===== src/rtl/step_input_pkg.sv =====
// Shared definitions for the step input conditioner.
//   - state_e: debounce / hold / auto-repeat FSM states
//   - default timing constants for a 50 MHz board clock
package step_input_pkg;

  typedef enum logic [2:0] {
    IDLE       = 3'd0,
    DB_PRESS   = 3'd1,
    HELD       = 3'd2,
    REPEAT     = 3'd3,
    DB_RELEASE = 3'd4
  } state_e;

  localparam int CLK_HZ              = 50_000_000;
  localparam int DEF_SYNC_STAGES     = 2;
  localparam int DEF_DEBOUNCE_CYCLES = CLK_HZ / 1000;  // 1 ms
  localparam int DEF_HOLD_CYCLES     = CLK_HZ / 2;     // 0.5 s
  localparam int DEF_REPEAT_CYCLES   = CLK_HZ / 10;    // 0.1 s
  localparam int DEF_CNT_W           = 25;

  // Levels that count as "button is down" from the debouncer's point of view.
  function automatic logic level_of(input state_e st);
    return (st == HELD) || (st == REPEAT) || (st == DB_RELEASE);
  endfunction

endpackage


===== src/rtl/step_input_conditioner_sync_chain.sv =====
// sync_chain: STAGES-deep flip-flop synchroniser for an asynchronous bit.
// Ports:
//   clk   - destination clock
//   rst_n - async active-low reset, clears every stage
//   d_i   - asynchronous input
//   q_o   - synchronised output (last stage)
module sync_chain #(
  parameter int STAGES = 2
) (
  input  logic clk,
  input  logic rst_n,
  input  logic d_i,
  output logic q_o
);

  logic [STAGES-1:0] ff_q;

  always_ff @(posedge clk or negedge rst_n) begin
    if (!rst_n) ff_q <= '0;
    else        ff_q <= {ff_q[STAGES-2:0], d_i};
  end

  assign q_o = ff_q[STAGES-1];

endmodule


===== src/rtl/step_input_conditioner.sv =====
// step_input_conditioner: turns a raw bouncing pushbutton into a single-cycle
// step pulse `s`, with optional auto-repeat while the button is held.
// Ports:
//   clk         - system clock
//   rst_n       - async active-low reset
//   btn_raw     - raw asynchronous active-high pushbutton
//   repeat_en   - enables auto-repeat pulses while held
//   s           - one-cycle step pulse (registered)
//   btn_level   - debounced button level (registered)
//   press_count - wrapping count of emitted s pulses (registered)
module step_input_conditioner
  import step_input_pkg::*;
#(
  parameter int SYNC_STAGES     = DEF_SYNC_STAGES,
  parameter int DEBOUNCE_CYCLES = DEF_DEBOUNCE_CYCLES,
  parameter int HOLD_CYCLES     = DEF_HOLD_CYCLES,
  parameter int REPEAT_CYCLES   = DEF_REPEAT_CYCLES,
  parameter int CNT_W           = DEF_CNT_W
) (
  input  logic       clk,
  input  logic       rst_n,
  input  logic       btn_raw,
  input  logic       repeat_en,
  output logic       s,
  output logic       btn_level,
  output logic [7:0] press_count
);

  localparam logic [CNT_W-1:0] DB_LAST   = CNT_W'(DEBOUNCE_CYCLES - 1);
  localparam logic [CNT_W-1:0] HOLD_LAST = CNT_W'(HOLD_CYCLES - 1);
  localparam logic [CNT_W-1:0] REP_LAST  = CNT_W'(REPEAT_CYCLES - 1);

  logic btn_sync;

  sync_chain #(.STAGES(SYNC_STAGES)) u_sync (
    .clk  (clk),
    .rst_n(rst_n),
    .d_i  (btn_raw),
    .q_o  (btn_sync)
  );

  state_e           state_q, state_d;
  logic [CNT_W-1:0] cnt_q, cnt_d;
  logic             s_q, s_d;
  logic             lvl_q, lvl_d;
  logic [7:0]       pcnt_q, pcnt_d;

  always_ff @(posedge clk or negedge rst_n) begin
    if (!rst_n) begin
      state_q <= IDLE;
      cnt_q   <= '0;
      s_q     <= 1'b0;
      lvl_q   <= 1'b0;
      pcnt_q  <= '0;
    end else begin
      state_q <= state_d;
      cnt_q   <= cnt_d;
      s_q     <= s_d;
      lvl_q   <= lvl_d;
      pcnt_q  <= pcnt_d;
    end
  end

  // One shared counter; every state change below clears it.
  always_comb begin
    state_d = state_q;
    cnt_d   = cnt_q + CNT_W'(1);
    s_d     = 1'b0;
    pcnt_d  = pcnt_q;

    case (state_q)
      IDLE: begin
        cnt_d = '0;
        if (btn_sync) state_d = DB_PRESS;
      end

      DB_PRESS: begin
        if (!btn_sync) begin
          state_d = IDLE;
          cnt_d   = '0;
        end else if (cnt_q == DB_LAST) begin
          state_d = HELD;
          cnt_d   = '0;
          s_d     = 1'b1;
          pcnt_d  = pcnt_q + 8'd1;
        end
      end

      HELD: begin
        if (!btn_sync) begin
          state_d = DB_RELEASE;
          cnt_d   = '0;
        end else if (cnt_q == HOLD_LAST) begin
          if (repeat_en) begin
            state_d = REPEAT;
            cnt_d   = '0;
            s_d     = 1'b1;
            pcnt_d  = pcnt_q + 8'd1;
          end else begin
            // Park at the terminal count so enabling repeat later
            // fires on the very next edge.
            cnt_d = cnt_q;
          end
        end
      end

      REPEAT: begin
        if (!btn_sync) begin
          state_d = DB_RELEASE;
          cnt_d   = '0;
        end else if (!repeat_en) begin
          state_d = HELD;
          cnt_d   = '0;
        end else if (cnt_q == REP_LAST) begin
          cnt_d  = '0;
          s_d    = 1'b1;
          pcnt_d = pcnt_q + 8'd1;
        end
      end

      DB_RELEASE: begin
        if (btn_sync) begin
          // Release glitch: back to HELD with a fresh hold timer, no pulse.
          state_d = HELD;
          cnt_d   = '0;
        end else if (cnt_q == DB_LAST) begin
          state_d = IDLE;
          cnt_d   = '0;
        end
      end

      default: begin
        state_d = IDLE;
        cnt_d   = '0;
      end
    endcase

    // Level is registered alongside the state it belongs to.
    lvl_d = level_of(state_d);
  end

  assign s           = s_q;
  assign btn_level   = lvl_q;
  assign press_count = pcnt_q;

endmodule


===== config.mk =====
export PLATFORM = sky130hd
export DESIGN_NAME = step_input_conditioner
export DESIGN_NICKNAME = d
export VERILOG_FILES = /design/src/rtl/step_input_pkg.sv /design/src/rtl/step_input_conditioner_sync_chain.sv /design/src/rtl/step_input_conditioner.sv
export SDC_FILE = /design/constraint.sdc
export NUM_CORES = 1
export LEC_CHECK = 0
export BUFFER_PORTS_ARGS = -buffer_cell sky130_fd_sc_hd__buf_2
export CAP_MARGIN = 20
export CORE_MARGIN = 5
export CORE_UTILIZATION = 52
export CTS_BUF_LIST = sky130_fd_sc_hd__clkbuf_8
export CTS_CLUSTER_SIZE = 40
export DETAILED_ROUTE_END_ITERATION = 6
export PLACE_DENSITY = 0.7
export SLEW_MARGIN = 20
export SYNTH_ARGS = -nofsm -noshare
export SYNTH_HDL_FRONTEND = slang
export SYNTH_SLANG_ARGS = --single-unit

===== constraint.sdc =====
create_clock -name clk -period 2.9 [get_ports clk]
set_input_delay 0.435 -clock clk [delete_from_list [all_inputs] [get_ports clk]]
set_output_delay 0.435 -clock clk [all_outputs]
set_load 0.01 [all_outputs]

== After elaboration in Yosys (flattened, before gate mapping) ==
Index checks and enable logic that the tools add are counted.

* Logic and storage cells: 71
* Output and inout bits: 10
* Input bits: 4
* Bits in registers: 40

* Reductions and logical operators: 5
* Add/subtract/negate cells: 2
* Muxes and demuxes: 39
* Eq/ne operators: 19

{| class="wikitable"
|+ Operators with widths
! cell !! number
|-
| two-way mux 25 bit || 9
|-
| one-hot mux 25 bit (4 select lines) || 1
|-
| two-way mux 8 bit || 8
|-
| two-way mux 3 bit || 10
|-
| adder 25 x 1 -> 25 bit (second input constant) || 1
|-
| equality test 25 x 16 -> 1 bit (second input constant) || 1
|-
| equality test 25 x 23 -> 1 bit (second input constant) || 1
|-
| equality test 25 bit (second input constant) || 1
|-
| one-hot mux 8 bit (3 select lines) || 1
|-
| one-hot mux 3 bit (5 select lines) || 1
|-
| equality test 3 x 2 -> 1 bit (second input constant) || 4
|-
| != test 2 bit (second input constant) || 5
|-
| AND reduction 9 bit || 1
|-
| adder 8 x 1 -> 8 bit (second input constant) || 1
|-
| two-way mux 1 bit || 8
|-
| equality test 3 bit (second input constant) || 2
|-
| != test 2 x 1 -> 1 bit (second input constant) || 3
|-
| != test 4 bit (second input constant) || 1
|-
| equality test 3 x 1 -> 1 bit (second input constant) || 1
|-
| zero test 3 bit || 1
|-
| one-hot mux 1 bit (3 select lines) || 1
|-
| nonzero test 3 bit || 1
|-
| logical OR 1 bit || 2
|}

== Logic depth before layout (Yosys ltp) ==
* Word-level depth: 7
* Gate-level depth with buffers: 9
* Depth with buffers taken out: 8

== Cells and area by module ==
From an unflattened synthesis, not the netlist that was laid out.

* Cells, all modules: 216
* Area total of the unflattened synthesis: 2,157.1 µm²

{| class="wikitable"
|+ Modules (own cells, without submodules)
! module !! area an instance (µm²) !! cells an instance !! sequential area each (µm²) !! instances
|-
| step_input_conditioner || 2,107.0 || 214 || 950.9 || 1
|-
| sync_chain || 50.0 || 2 || 50.0 || 1
|}

== Worst setup path before layout ==
OpenSTA, ideal clock, no wires.

* Path type: register to register
* From: register cnt_q[0]
* To: register pcnt_q[1], in the netlist press_count[1]
* Setup time: 0.125 ns
* Arrival: 2.351 ns
* Required time: 2.775 ns
* Buffers on the path: 0
* Stages on the path, launching flop included: 8
* Clock period less this slack: 2.475 ns
* Slack: 0.425 ns
* Path through: dfrtp_1 ha_1 nand2_1 nand4bb_2 nor3_1 nand3b_1 a221oi_4 mux2_2

* Cells in the longest elaborated chain, start to end: 3
* Elaborated cells on any way between the ends: 7
* Classes of those cells: eq/ne: 6; reduce/logical: 1

{| class="wikitable"
|+ Ends and longest elaborated chain
! what !! line !! RTL
|-
| start: declaration || step_input_conditioner.sv:43 || <nowiki>logic [CNT_W-1:0] cnt_q, cnt_d;</nowiki>
|-
| start signal: assignment || step_input_conditioner.sv:57 || <nowiki>cnt_q <= cnt_d;</nowiki>
|-
| equality test 25 x 16 -> 1 bit (tied with other cells) || step_input_conditioner.sv:81 || <nowiki>end else if (cnt_q == DB_LAST) begin</nowiki>
|-
| != test 2 bit (no source line) || - ||
|-
| AND reduction 9 bit (no source line) * || - ||
|-
| end signal: assignment || step_input_conditioner.sv:60 || <nowiki>pcnt_q <= pcnt_d;</nowiki>
|-
| end: declaration || step_input_conditioner.sv:46 || <nowiki>logic [7:0] pcnt_q, pcnt_d;</nowiki>
|}

Every way passes the cells marked *; elsewhere a longest branch is shown, timed or not.
A chain may end at the register's enable or synchronous reset.

== Final worst setup path ==
* From: register cnt_q[6]
* To: register pcnt_q[1], in the netlist press_count[1]

Same word-level chain as after synthesis.

==> results.sh <==
export IMPL_status="finished, final reports clean"
export IMPL_crit_required_ns=3.07
export IMPL_r2r_end="press_count[1]"
export IMPL_power_share_combinational=0.037
export IMPL_vdd_ir_drop_worst_uv=258
export IMPL_synth_area_per_cell_um2=10.1
export IMPL_tritoncts="built"
export IMPL_clkTransAtPathRegs_ns=0.07
export IMPL_nNetsFinal=233
export IMPL_worst_endpoint_arrival_ns=2.80
export IMPL_fp_dieH_um=73.8
export IMPL_grt_use_total=0.178
export IMPL_slew_headroom=0.411
export IMPL_holdPathEnd="u_sync.ff_q[0]"
export IMPL_path_max_fanout=9
export IMPL_p_int_uw=731
export IMPL_overflow=0
export IMPL_p_sw_frac=0.226
export IMPL_worstHoldStart="btn_raw"
export IMPL_ys_seq_elements=40
export IMPL_end_kind="flip-flop"
export IMPL_instances_no_fill=277
export IMPL_gp_congestion=0.827
export IMPL_fmax_mhz=381
export IMPL_syn_nets=215
export IMPL_rows=23
export IMPL_netlist_top_cell_by_area="dfrtp_1"
export IMPL_cts_resized=0
export IMPL_ant_nets=0
export IMPL_cts_htree_levels=2
export IMPL_netlist_area_mm2=0.00212
export IMPL_cellLeakagePower_nw=0.950
export IMPL_rrSetupSlack_ns=0.27
export IMPL_dr_pass1_iters=4
export IMPL_vias_per_cell=5.71
export IMPL_synth_edf_count=0
export IMPL_post_route_period_util=0.906
export IMPL_io_buffers=13
export IMPL_drive_gt1_frac=0.159
export IMPL_synthCells=209
export IMPL_n_antenna_cell=0
export IMPL_rr_worst_depth=6
export IMPL_cts_inserted_buffers=5
export IMPL_grt_start_max_net_pins=41
export IMPL_criticalPathCategory="flip-flop to flip-flop"
export IMPL_cellPowerDensity_mw_per_mm2=410
export IMPL_hold_violations=0
export IMPL_grt_pass1_wl_um=7340
export IMPL_clock_power_share=0.365
export IMPL_setup_viol=0
export IMPL_core_area_mm2=0.00397
export IMPL_synthTopCellsByArea="dfrtp_1, xnor2_1, xor2_1"
export IMPL_cap_viol_max_count=0
export IMPL_power_uw=944
export IMPL_final_min_clock_period_ns=2.63
export IMPL_ys_types=47
export IMPL_seqPwrFrac=0.599
export IMPL_ioPinCount=14
export IMPL_ys_seq_area_frac=0.472
export IMPL_drt_total_wl_um=4330
export IMPL_wire_per_inst_um=15.6
export IMPL_ctsRootBufferMaster="clkbuf_8"
export IMPL_ctsHoldBuffers=0
export IMPL_cts_sinks=40
export IMPL_die_w_um=73.8
export IMPL_synth_ff_type="dfrtp_1"
export IMPL_hold_path_class="input pin to flip-flop"
export IMPL_yosys_area_top_type_share=0.472
export IMPL_vias=1583
export IMPL_p_sw_uw=213
export IMPL_cp_startpoint="cnt_q[6]"
export IMPL_final_max_slew_violation_count=0
export IMPL_tns_ns=0
export IMPL_yosys_warnings=0
export IMPL_dp_cells=270
export IMPL_rsz0062_at_grt="no"
export IMPL_cts_path_max_buffers=2
export IMPL_antenna_found_initial=0
export IMPL_postSynth_asyncResetShare=1.00
export IMPL_grt_pass1_vias=1526
export IMPL_post_cts_setup_buffer_count=0
export IMPL_drt_iter0_drc=144
export IMPL_drc_errors=0
export IMPL_start_kind="flip-flop"
export IMPL_clk_latency_ns=0.29
export IMPL_die_area_mm2=0.00545
export IMPL_start_util=0.534
export IMPL_reg2reg_from="cnt_q[6]"
export IMPL_holdPathStages=1
export IMPL_skew_ns=0.00674
export IMPL_area_delta_synth_final_pct=8.68
export IMPL_max_slew_worst_pin_slew_ns=0.884
export IMPL_hpwl_um=3100
==> state kept, by name, summed over array words and instances (netlist names) <==
| name | flops |
|---|---|
| cnt_q | 25 |
| state_q | 3 |
| s | 1 |
| btn_level | 1 |
| u_sync.ff_q | 2 |
| press_count | 8 |
==> Yosys cell counts, drive strengths merged (2+ instances only) <==
| master | count |
|---|---|
| a21o | 2 |
| inv | 2 |
| xor2 | 12 |
| a21oi | 7 |
| or4b | 3 |
| clkbuf | 5 |
| buf | 2 |
| dfrtp | 40 |
| nand4 | 8 |
| and2 | 3 |
| and3 | 4 |
| xnor2 | 13 |
| nor2 | 26 |
| nor4 | 4 |
| o21ai | 9 |
| nor4bb | 2 |
| nand4b | 3 |
| ha | 2 |
| and4 | 2 |
| nor3 | 6 |
| nor3b | 2 |
| nand2b | 4 |
| mux2i | 2 |
| nand3 | 9 |
| nand2 | 20 |
==> how the worst max path moves through the flow <==
stage | endpoint | slack [ns] | cells past startpoint
2_1_floorplan | press_count[1] | 0.42 | 7
3_3_place_gp | press_count[1] | 0.33 | 6
3_5_place_dp | press_count[1] | 0.26 | 6
4_1_cts | press_count[1] | 0.26 | 6
5_1_grt | press_count[5] | 0.04 | 7
6_report | press_count[1] | 0.27 | 6
==> worst max-delay path: stages, from the launching register on <==
cell and delay [ns]:
dfrtp_1 0.45, nor4bb_1 0.34, nand3_1 0.27, o41ai_1 0.42, o31ai_2 0.16, a221oi_4 0.50, mux2_2 0.38
==> power by group through the flow <==
stage | combinational [mW] | sequential (mW) | clock, mW
4_1_cts | 0.0358 | 0.565 | 0.353
5_1_grt | 0.0403 | 0.566 | 0.384
2_1_floorplan | 0.0203 | 0.574 | 0
6_report | 0.0346 | 0.565 | 0.344
3_3_place_gp | 0.0348 | 0.576 | 0
3_5_place_dp | 0.0358 | 0.576 | 0
==> layout make-up <==
cell class	count	area, um^2
inverters	2	7.51
clock buffers	5	68.8
fillers	354	1670
clock inverters	2	8.76
multi-input cells	160	1050
flip-flops and latches	40	1000
repair buffers	18	103
well taps	50	62.6
==> layout by cell type (no fill, tap or decap), types with 2 or more instances in the layout <==
master     n
ha_1       2
dfrtp_1   40
inv_1      3
nor3_1     6
buf_2     13
nand4_1    8
nand2b_1   4
clkbuf_8   5
or4b_2     2
nand4b_1   3
o21ai_0    9
nor2_1    26
xnor2_1   13
and2_1     3
nor4_1     3
and3_1     4
a21o_1     2
nand2_1   20
xor2_1    12
nand3_1    9
mux2i_1    2
a21oi_1    7
buf_4      5
nor4bb_1   2
==> stage by stage <==
step | instance area, um^2 | util | hold WS [ns] | setup slack, ns
after floorplan | 2120 | - | 0.139 | 0.425
after global placement | 2230 | 0.560 | 0.331 | 0.330
after detailed placement | 2230 | 0.560 | 0.339 | 0.256
after CTS | 2300 | 0.580 | 0.240 | 0.261
after global routing | 2300 | 0.580 | 0.235 | 0.0361
final | 2300 | 0.580 | 0.252 | 0.272
==> per-layer routing <==
| layer | up-vias | global-route usage | part of all wire |
|---|---|---|---|
| met5 | - | 0 | 0 |
| met4 | 0 | 0.0624 | 0.019 |
| met3 | 8 | 0.0479 | 0.050 |
| met2 | 44 | 0.275 | 0.46 |
| met1 | 754 | 0.242 | 0.47 |
| li1 | 777 | - | - |
==> kinds of logic (layout without fill, tap and decap cells) <==
group,Yosys count,in the layout,share of synthesized area
AOI/OAI and AO/OA,27,27,0.0903
xor gates and xnor gates,25,25,0.103
adders and majority gates,2,2,0.0118
buffers and inverters,9,27,0.0313
DFF,40,40,0.472
muxes,3,3,0.0148
and+or+nand+nor,103,103,0.276
No activity file was read; power rests on OpenSTA's default activity.
